**src/rtl/mc_control_fsm.sv**
```systemverilog
// rtl/mc_control_fsm.sv - Moore sequencing controller for the multicycle MIPS datapath
module mc_control_fsm #(
  parameter logic [5:0] OP_RTYPE = 6'b000000,
  parameter logic [5:0] OP_LW    = 6'b100011,
  parameter logic [5:0] OP_SW    = 6'b101011,
  parameter logic [5:0] OP_BEQ   = 6'b000100,
  parameter logic [5:0] OP_ADDI  = 6'b001000,
  parameter logic [5:0] OP_J     = 6'b000010
) (
  input  logic       clk,
  input  logic       reset,
  input  logic [5:0] Opcode,
  input  logic       mem_ready,
  output logic       PCWrite,
  output logic       Branch,
  output logic       IorD,
  output logic       MemWrite,
  output logic       IRWrite,
  output logic       RegDst,
  output logic       MemtoReg,
  output logic       RegWrite,
  output logic       ALUSrcA,
  output logic [1:0] ALUSrcB,
  output logic [1:0] PCSrc,
  output logic [1:0] aluop,
  output logic       illegal_op,
  output logic       instr_retire,
  output logic [3:0] state
);

  typedef enum logic [3:0] {
    S_FETCH   = 4'd0,
    S_DECODE  = 4'd1,
    S_MEMADR  = 4'd2,
    S_MEMRD   = 4'd3,
    S_MEMWB   = 4'd4,
    S_MEMWR   = 4'd5,
    S_EXECUTE = 4'd6,
    S_ALUWB   = 4'd7,
    S_BRANCH  = 4'd8,
    S_ADDIEX  = 4'd9,
    S_ADDIWB  = 4'd10,
    S_JUMP    = 4'd11
  } state_t;

  state_t state_q;
  state_t state_d;
  logic   legal_op;

  assign state = state_q;

  always_comb begin
    legal_op = 1'b0;
    case (Opcode)
      OP_RTYPE, OP_LW, OP_SW, OP_BEQ, OP_ADDI, OP_J: legal_op = 1'b1;
      default:                                       legal_op = 1'b0;
    endcase
  end

  always_ff @(posedge clk) begin
    if (!reset) begin
      state_q <= S_FETCH;
    end else begin
      state_q <= state_d;
    end
  end

  always_comb begin
    state_d = S_FETCH;
    case (state_q)
      S_FETCH:   state_d = mem_ready ? S_DECODE : S_FETCH;
      S_DECODE: begin
        case (Opcode)
          OP_LW, OP_SW: state_d = S_MEMADR;
          OP_RTYPE:     state_d = S_EXECUTE;
          OP_BEQ:       state_d = S_BRANCH;
          OP_ADDI:      state_d = S_ADDIEX;
          OP_J:         state_d = S_JUMP;
          default:      state_d = S_FETCH;
        endcase
      end
      // Opcode is held by the IR, so LW vs SW can be resolved again here
      S_MEMADR:  state_d = (Opcode == OP_SW) ? S_MEMWR : S_MEMRD;
      S_MEMRD:   state_d = mem_ready ? S_MEMWB : S_MEMRD;
      S_MEMWB:   state_d = S_FETCH;
      S_MEMWR:   state_d = mem_ready ? S_FETCH : S_MEMWR;
      S_EXECUTE: state_d = S_ALUWB;
      S_ALUWB:   state_d = S_FETCH;
      S_BRANCH:  state_d = S_FETCH;
      S_ADDIEX:  state_d = S_ADDIWB;
      S_ADDIWB:  state_d = S_FETCH;
      S_JUMP:    state_d = S_FETCH;
      default:   state_d = S_FETCH;
    endcase
  end

  always_comb begin
    PCWrite      = 1'b0;
    Branch       = 1'b0;
    IorD         = 1'b0;
    MemWrite     = 1'b0;
    IRWrite      = 1'b0;
    RegDst       = 1'b0;
    MemtoReg     = 1'b0;
    RegWrite     = 1'b0;
    ALUSrcA      = 1'b0;
    ALUSrcB      = 2'b00;
    PCSrc        = 2'b00;
    aluop        = 2'b00;
    illegal_op   = 1'b0;
    instr_retire = 1'b0;
    case (state_q)
      S_FETCH: begin
        ALUSrcB = 2'b01;
        IRWrite = mem_ready;
        PCWrite = mem_ready;
      end
      S_DECODE: begin
        ALUSrcB    = 2'b11;
        illegal_op = ~legal_op;
      end
      S_MEMADR: begin
        ALUSrcA = 1'b1;
        ALUSrcB = 2'b10;
      end
      S_MEMRD: begin
        IorD = 1'b1;
      end
      S_MEMWB: begin
        MemtoReg     = 1'b1;
        RegWrite     = 1'b1;
        instr_retire = 1'b1;
      end
      S_MEMWR: begin
        IorD         = 1'b1;
        MemWrite     = 1'b1;
        instr_retire = mem_ready;
      end
      S_EXECUTE: begin
        ALUSrcA = 1'b1;
        aluop   = 2'b10;
      end
      S_ALUWB: begin
        RegDst       = 1'b1;
        RegWrite     = 1'b1;
        instr_retire = 1'b1;
      end
      S_BRANCH: begin
        ALUSrcA      = 1'b1;
        aluop        = 2'b01;
        PCSrc        = 2'b01;
        Branch       = 1'b1;
        instr_retire = 1'b1;
      end
      S_ADDIEX: begin
        ALUSrcA = 1'b1;
        ALUSrcB = 2'b10;
      end
      S_ADDIWB: begin
        RegWrite     = 1'b1;
        instr_retire = 1'b1;
      end
      S_JUMP: begin
        PCSrc        = 2'b10;
        PCWrite      = 1'b1;
        instr_retire = 1'b1;
      end
      default: begin
        PCWrite = 1'b0;
      end
    endcase
    // Architectural side effects are suppressed for the whole time reset is held
    if (!reset) begin
      PCWrite      = 1'b0;
      IRWrite      = 1'b0;
      MemWrite     = 1'b0;
      RegWrite     = 1'b0;
      Branch       = 1'b0;
      illegal_op   = 1'b0;
      instr_retire = 1'b0;
    end
  end

endmodule

```
**config.mk**
```make
export PLATFORM = sky130hd
export DESIGN_NAME = mc_control_fsm
export DESIGN_NICKNAME = d
export VERILOG_FILES = /design/src/rtl/mc_control_fsm.sv
export SDC_FILE = /design/constraint.sdc
export NUM_CORES = 1
export LEC_CHECK = 0
export ABC_AREA = 1
export ABC_CLOCK_PERIOD_IN_PS = 1300
export CAP_MARGIN = 25
export CORE_MARGIN = 4
export CORE_UTILIZATION = 34
export DETAILED_ROUTE_END_ITERATION = 10
export GPL_ROUTABILITY_DRIVEN = 0
export HOLD_SLACK_MARGIN = 0.12
export PLACE_DENSITY = 0.74
export SLEW_MARGIN = 20
export SYNTH_ARGS = -nofsm -noshare
export SYNTH_HDL_FRONTEND = slang
export SYNTH_SLANG_ARGS = --single-unit
export TNS_END_PERCENT = 100
```
**constraint.sdc**
```tcl
create_clock -name clk -period 1.3 [get_ports clk]
set_clock_uncertainty 0.15 [all_clocks]
set_input_delay 0.13 -clock clk [delete_from_list [all_inputs] [get_ports clk]]
set_output_delay 0.13 -clock clk [all_outputs]
set_load 0.02 [all_outputs]
```
==> flow_metrics.env, run 1 <==
export IMPL_outcome="aborted with a tool error"
export IMPL_haltStage="clock tree synthesis"
export IMPL_error_line="[ERROR DPL-0033] detailed placement checks failed during check placement."
export IMPL_cts_max_path_buffers=2
export IMPL_synthArstFlopShare=0
export IMPL_rows=13
export IMPL_numPortBuffers=29
export IMPL_synth_nets=107
export IMPL_ctsResizeCount=165
export IMPL_htree_levels=1
export IMPL_yosysWarnings=0
export IMPL_placed_cells=166
export IMPL_cts_root_buffer="clkbuf_4"
export IMPL_ys_seq_area_frac=0.162
export IMPL_postCtsSetupBuffers=15
export IMPL_die_x_um=46.2
export IMPL_synth_area_um2=495
export IMPL_post_place_ws_ns=-0.744
export IMPL_synth_edf_count=0
export IMPL_placed_cell_area_um2=1050
export IMPL_cts_hold_buffers_added=0
export IMPL_initial_core_util=0.371
export IMPL_syn_inst=98
export IMPL_cts_sinks=4
export IMPL_synth_seq_cells=4
export IMPL_ys_types=16
export IMPL_hpwl_um=1510
export IMPL_fp_dieH_um=46.2
export IMPL_avgSynthCellArea_um2=5.06
export IMPL_pin_count=30
export IMPL_synth_ff_type="dfxtp_1"
export IMPL_numCtsBuffers=3
-- metrics by stage --
step | utilization | hold WS [ns]
after floorplan | - | 0.201
after global placement | 0.784 | 0.438
after detailed placement | 0.784 | 0.441
-- synth_stat cells (2+ instances only) --
master | count | area (um^2)
nor2_2 | 3 | 18.8
a21oi_1 | 8 | 40.0
inv_2 | 3 | 11.3
inv_1 | 15 | 56.3
nand3_1 | 10 | 50.1
dfxtp_1 | 4 | 80.1
o21ai_0 | 5 | 25.0
nand2_1 | 23 | 86.3
nand2_2 | 2 | 12.5
nor2_1 | 19 | 71.3
-- cells by family after synthesis --
logic type / after synthesis / share of synthesized area
AND/OR/NAND/NOR: 61 / 0.548
AO/OA/AOI/OAI: 13 / 0.131
buffers and inverters: 20 / 0.159
flip-flops: 4 / 0.162
==> inputs of run 2 (changes only) <==
- CORE_AREA: default -> 4 4 65 67
- CORE_MARGIN: 4 -> default
- CORE_UTILIZATION: 34 -> default
- DIE_AREA: default -> 0 0 69 71
- HOLD_SLACK_MARGIN: 0.12 -> default
- PLACE_DENSITY: 0.74 -> default
- PLACE_DENSITY_LB_ADDON: default -> 0.15
==> flow_metrics.env, run 2 <==
export IMPL_outcome="complete, but fails checks"
export IMPL_violations="setup timing"
export IMPL_antenna_cells=0
export IMPL_fin_setup_tns_ns=-2.62
export IMPL_crit_buf_inv=1
export IMPL_final_common_cell="buf_4"
export IMPL_synth_seq_cells=4
export IMPL_cts_tree="yes"
export IMPL_syn_inst=98
export IMPL_critPathLaunchType="register"
export IMPL_grt_pass1_wl_um=3690
export IMPL_cts_max_path_buffers=2
export IMPL_pwr_density_cell_nw_per_um2=428
export IMPL_nNetsFinal=179
export IMPL_design_die_area_um2=4900
export IMPL_slew_viol_final=0
export IMPL_rr_startpoint="state[0]"
export IMPL_grt_ovfl_total=0
export IMPL_detail_route_antenna_nets=0
export IMPL_worst_slew_pin_slew_ns=0.226
export IMPL_grt_pass1_vias=845
export IMPL_grt_max_degree=7
export IMPL_numPortBuffers=29
export IMPL_layout_common_cells="buf_4, buf_6, nand2_1"
export IMPL_rows=22
export IMPL_setup_viol=20
export IMPL_clock_latency_ns=0.22
export IMPL_fp_dieH_um=71
export IMPL_drt_pass1_iterations=6
export IMPL_avgSynthCellArea_um2=5.06
export IMPL_synth_top_area_share=0.174
export IMPL_initial_core_util=0.136
export IMPL_die_x_um=69
export IMPL_synthArstFlopShare=0
export IMPL_synth_area_leaders="nand2_1, dfxtp_1, nor2_1"
export IMPL_p_leak_uw=0.000725
export IMPL_nFillCells=405
export IMPL_switching_power_uw=175
export IMPL_synth_most_common_cell="nand2_1"
export IMPL_layout_min_cycle_time_ns=1.56
export IMPL_synth_top_area_cell="nand2_1"
export IMPL_synth_edf_count=0
export IMPL_cts_hold_buffers_added=0
export IMPL_required_ns=1.02
export IMPL_post_route_period_util=1.20
export IMPL_routed_via_density=3.95
export IMPL_area_growth_pct=186
export IMPL_relSlewSlack=0.849
export IMPL_power_frac_clock=0.449
export IMPL_synth_nets=107
export IMPL_wl_um=2170
export IMPL_wl_per_cell_um=10.0
export IMPL_fmax_mhz=643
export IMPL_core_um2=3630
export IMPL_clk_pin_slew_ns=0.03
export IMPL_track_usage=0.0897
export IMPL_cts_root_buffer="clkbuf_8"
export IMPL_vias=857
export IMPL_max_cap_violations=0
export IMPL_design_area_um2=1420
export IMPL_numCtsBuffers=3
export IMPL_pin_count=30
export IMPL_slowest_stage="dfxtp_4"
export IMPL_cpLargestDelayFamily="flip-flops"
export IMPL_synth_area_um2=495
export IMPL_drt_initial_drc_count=24
export IMPL_internal_power_uw=431
export IMPL_crit_type="register to output port"
export IMPL_htree_levels=1
export IMPL_placed_cell_area_um2=1130
export IMPL_hp_class="input port to register"
export IMPL_path_max_fanout=3
export IMPL_cpPeakStageDelay_ns=0.35
export IMPL_ir_worst_vdd_mv=0.212
export IMPL_rsz0062_at_grt="true"
export IMPL_layout_drive_gt1_share=0.704
export IMPL_yosysWarnings=0
export IMPL_largest_register_ffs=4
export IMPL_power_frac_seq=0.208
export IMPL_ys_seq_area_frac=0.162
export IMPL_hp_start="Opcode[2]"
export IMPL_synth_common_cells="nand2_1, nor2_1, inv_1"
export IMPL_hpwl_um=1800
export IMPL_hold_viol=0
export IMPL_crit_chain="nor2_4, nand4_1, o21ai_2, buf_6"
export IMPL_switching_share=0.289
export IMPL_startpoint="state[3]"
export IMPL_cts_sinks=4
export IMPL_crit_path_end_kind="output port"
export IMPL_ys_types=16
export IMPL_antenna_found_initial=0
export IMPL_crit_arrival_ns=1.28
export IMPL_timing_final_ws_setup_ns=-0.256
export IMPL_drc_errors=0
export IMPL_synth_ff_type="dfxtp_1"
export IMPL_comb_power_share=0.344
## run 2: cell counts after synthesis
No cell type changed its count.
## run 2: layout make-up
class,count,area (um^2),share of cell area
clock buffers,4,45.0,0.0318
inverters,19,82.6,0.0583
multi-input cells,74,532,0.375
flip-flops and latches,4,95.1,0.0671
well taps,48,60.1,0.0424
repair buffers,68,602,0.425
## run 2: logic make-up (layout without fill, tap and decap cells)
kind of cell | after synthesis | count (layout) | share of synthesized area
and+or+nand+nor | 61 | 61 | 0.548
AOI/OAI and AO/OA | 13 | 13 | 0.131
buffers and inverters | 20 | 91 | 0.159
DFF | 4 | 4 | 0.162
## run 2: power by group through the flow
| stage | clock network (uW) | registers, uW | logic, uW |
|---|---|---|---|
| floorplan | 0 | 132 | 71.0 |
| global placement | 0 | 128 | 176 |
| detailed placement | 0 | 128 | 178 |
| CTS | 281 | 126 | 193 |
| global route | 294 | 127 | 227 |
| finish | 272 | 126 | 208 |
## run 2: worst min-delay path, stage by stage
cell            delay [ns]
dlymetal6s2s_1        0.12
inv_2                 0.06
nand2_1               0.08
buf_4                 0.10
nand3_1               0.05
nand2_1               0.06
a21oi_1               0.06
## run 2: path summary, 6_finish.rpt
kind / to / slack, ns / depth (start not counted)
max: PCWrite / -0.26 / 4
min: state[1] / 0.33 / 7
max reg2reg: state[0] / -0.14 / 10
min reg2reg: state[3] / 0.47 / 3
## run 2: layer usage
layer	vias up	wire [um]	GRT usage
li1	447	-	-
met1	386	889	0.105
met2	24	1160	0.159
met3	0	126	0.0256
met4	0	0	0.0260
met5	-	0	0
## run 2: metrics by stage
stage | hold slack (ns) | total power, uW | setup WS [ns] | instances | utilization
2_1_floorplan | 0.201 | 203 | -0.0440 | 98 | -
3_3_place_gp | 0.463 | 304 | -0.708 | 205 | 0.312
3_5_place_dp | 0.458 | 306 | -0.745 | 205 | 0.312
4_1_cts | 0.458 | 601 | -0.238 | 212 | 0.357
5_1_grt | 0.433 | 647 | -0.286 | 217 | 0.390
6_report | 0.335 | 607 | -0.256 | 217 | 0.390
## run 2: repair_timing
action / CTS / global route
gates resized for setup: 144 / 30
pin swaps: 5 / 11
setup buffers: 3 / 6
setup endpoints to repair: 25 / 24
Power figures use the tool's default switching activity.
==> inputs of run 3 (changes only) <==
- REMOVE_ABC_BUFFERS: default -> 1
==> flow_metrics.env, run 3 (synthesis gave the netlist of run 2 again) <==
export IMPL_outcome="complete, but fails checks"
export IMPL_violations="setup timing"
export IMPL_crit_path_end_kind="output port"
export IMPL_crit_buf_inv=4
export IMPL_die_x_um=69
export IMPL_internal_power_uw=424
export IMPL_required_ns=1.02
export IMPL_path_max_fanout=5
export IMPL_grt_max_degree=7
export IMPL_timing_final_ws_setup_ns=-0.259
export IMPL_drt_pass1_iterations=4
export IMPL_multi_input_area_um2=510
export IMPL_worst_path_stages=6
export IMPL_endpoint="Branch"
export IMPL_power_frac_clock=0.432
export IMPL_wl_per_cell_um=10.7
export IMPL_cpPeakStageDelay_ns=0.37
export IMPL_post_route_period_util=1.20
export IMPL_pwr_density_cell_nw_per_um2=406
export IMPL_grt_ovfl_total=0
export IMPL_crit_top_cell="buf_4"
export IMPL_cts_sinks=4
export IMPL_ir_worst_vdd_mv=0.328
export IMPL_p_leak_uw=0.000773
export IMPL_pin_count=30
export IMPL_slew_viol_final=0
export IMPL_rr_startpoint="state[3]"
export IMPL_cts_max_path_buffers=2
export IMPL_area_growth_pct=198
export IMPL_final_core_util=0.406
export IMPL_seq_area_um2=95.1
export IMPL_grt_pass1_wl_um=3860
export IMPL_largest_register_ffs=4
export IMPL_hpwl_um=1780
export IMPL_track_usage=0.0944
export IMPL_cts_tree="yes"
export IMPL_clock_latency_ns=0.22
export IMPL_r2r_cells=9
export IMPL_hold_ws_ns=0.286
export IMPL_critPathLaunchType="register"
export IMPL_setup_viol=20
export IMPL_drc_errors=0
export IMPL_hold_depth=6
export IMPL_numPortBuffers=29
export IMPL_layout_min_cycle_time_ns=1.56
export IMPL_layoutNonFillerInstCount=224
export IMPL_crit_arrival_ns=1.28
export IMPL_htree_levels=1
export IMPL_startpoint="state[3]"
export IMPL_design_die_area_um2=4900
export IMPL_nNetsFinal=187
export IMPL_switching_power_uw=176
export IMPL_layout_common_cells="buf_4, buf_6, nand2_1"
export IMPL_fp_dieH_um=71
export IMPL_grt_pass1_vias=907
export IMPL_numCtsBuffers=3
export IMPL_detail_route_antenna_nets=0
export IMPL_power_frac_seq=0.210
export IMPL_rows=22
export IMPL_drt_initial_drc_count=17
export IMPL_antenna_found_initial=0
export IMPL_final_common_cell="buf_4"
export IMPL_worst_slew_pin_slew_ns=0.155
export IMPL_routed_via_density=4.03
export IMPL_vias=903
export IMPL_switching_share=0.293
export IMPL_crit_chain="inv_4, nor2_4, clkinv_4, buf_4, nor3_2, buf_4"
export IMPL_relSlewSlack=0.896
export IMPL_hold_viol=0
export IMPL_initial_core_util=0.136
export IMPL_fmax_mhz=642
export IMPL_wl_um=2410
export IMPL_cts_root_buffer="clkbuf_8"
export IMPL_comb_power_share=0.358
export IMPL_layout_drive_gt1_share=0.716
export IMPL_crit_type="register to output port"
export IMPL_r2r_end="state[0]"
export IMPL_cts_hold_buffers_added=0
export IMPL_hp_class="input port to register"
export IMPL_clk_pin_slew_ns=0.03
export IMPL_nFillCells=401
export IMPL_antenna_cells=0
export IMPL_reg2reg_slack_ns=-0.15
export IMPL_rsz0062_at_grt="true"
export IMPL_placed_cells=204
export IMPL_max_cap_violations=0
export IMPL_slowest_stage="dfxtp_4"
export IMPL_cpLargestDelayFamily="buffers and inverters"
export IMPL_core_um2=3630
run 3: cell count changes in the layout (fill, tap and decap cells not counted), sizes merged:
cell           change
buf                +9
inv                -1
clkbuf             -1
clkdlybuf4s15      -1
dlygate4sd2        -2
clkinv             +1
dlymetal6s2s       +2
run 3: worst min-delay path, stage by stage:
cell            delay [ns]
dlymetal6s2s_1        0.15
nor2_4                0.06
nand3_2               0.09
nand2_1               0.05
nand2_1               0.08
a21oi_2               0.06
run 3: per-layer routing:
layer / vias up / part of all wire / track usage
met5: - / 0 / 0
met4: 0 / 0 / 0.0195
met3: 0 / 0.063 / 0.0327
met2: 29 / 0.56 / 0.181
met1: 410 / 0.38 / 0.0990
li1: 464 / - / -
run 3: worst min path at each step:
stage,startpoint,endpoint
finish,Opcode[4],state[0]
CTS,Opcode[0],state[0]
global placement,state[1],state[3]
detailed placement,state[1],state[3]
global route,Opcode[5],state[0]
floorplan,reset,state[0]
run 3: power groups by stage:
stage | clock [uW] | combinational, uW | sequential (uW)
after floorplan | 0 | 60.9 | 135
after global placement | 0 | 166 | 131
after detailed placement | 0 | 166 | 131
after CTS | 266 | 199 | 127
after global routing | 276 | 232 | 127
final | 259 | 215 | 126
run 3: cell type report:
type                       instances  share of cell area
clock buffer                       3              0.0280
inverter                          19              0.0594
tap                               48              0.0407
sequential                         4              0.0645
multi-input combinational         74               0.346
timing repair buffer              76               0.461
run 3: through the flow:
step | setup TNS, ns | total power [uW] | area (um^2) | setup slack (ns)
floorplan | -2.50 | 196 | 488 | -0.323
global route | -4.96 | 635 | 1480 | -0.339
CTS | -2.70 | 591 | 1360 | -0.245
global placement | -9.93 | 297 | 1060 | -0.672
detailed placement | -10.01 | 298 | 1060 | -0.692
finish | -3.51 | 599 | 1480 | -0.259
run 3: timing repair:
item	CTS	global route
setup endpoints to repair	25	23
pin swaps	18	16
buffers inserted	12	6
gates resized for setup	179	26
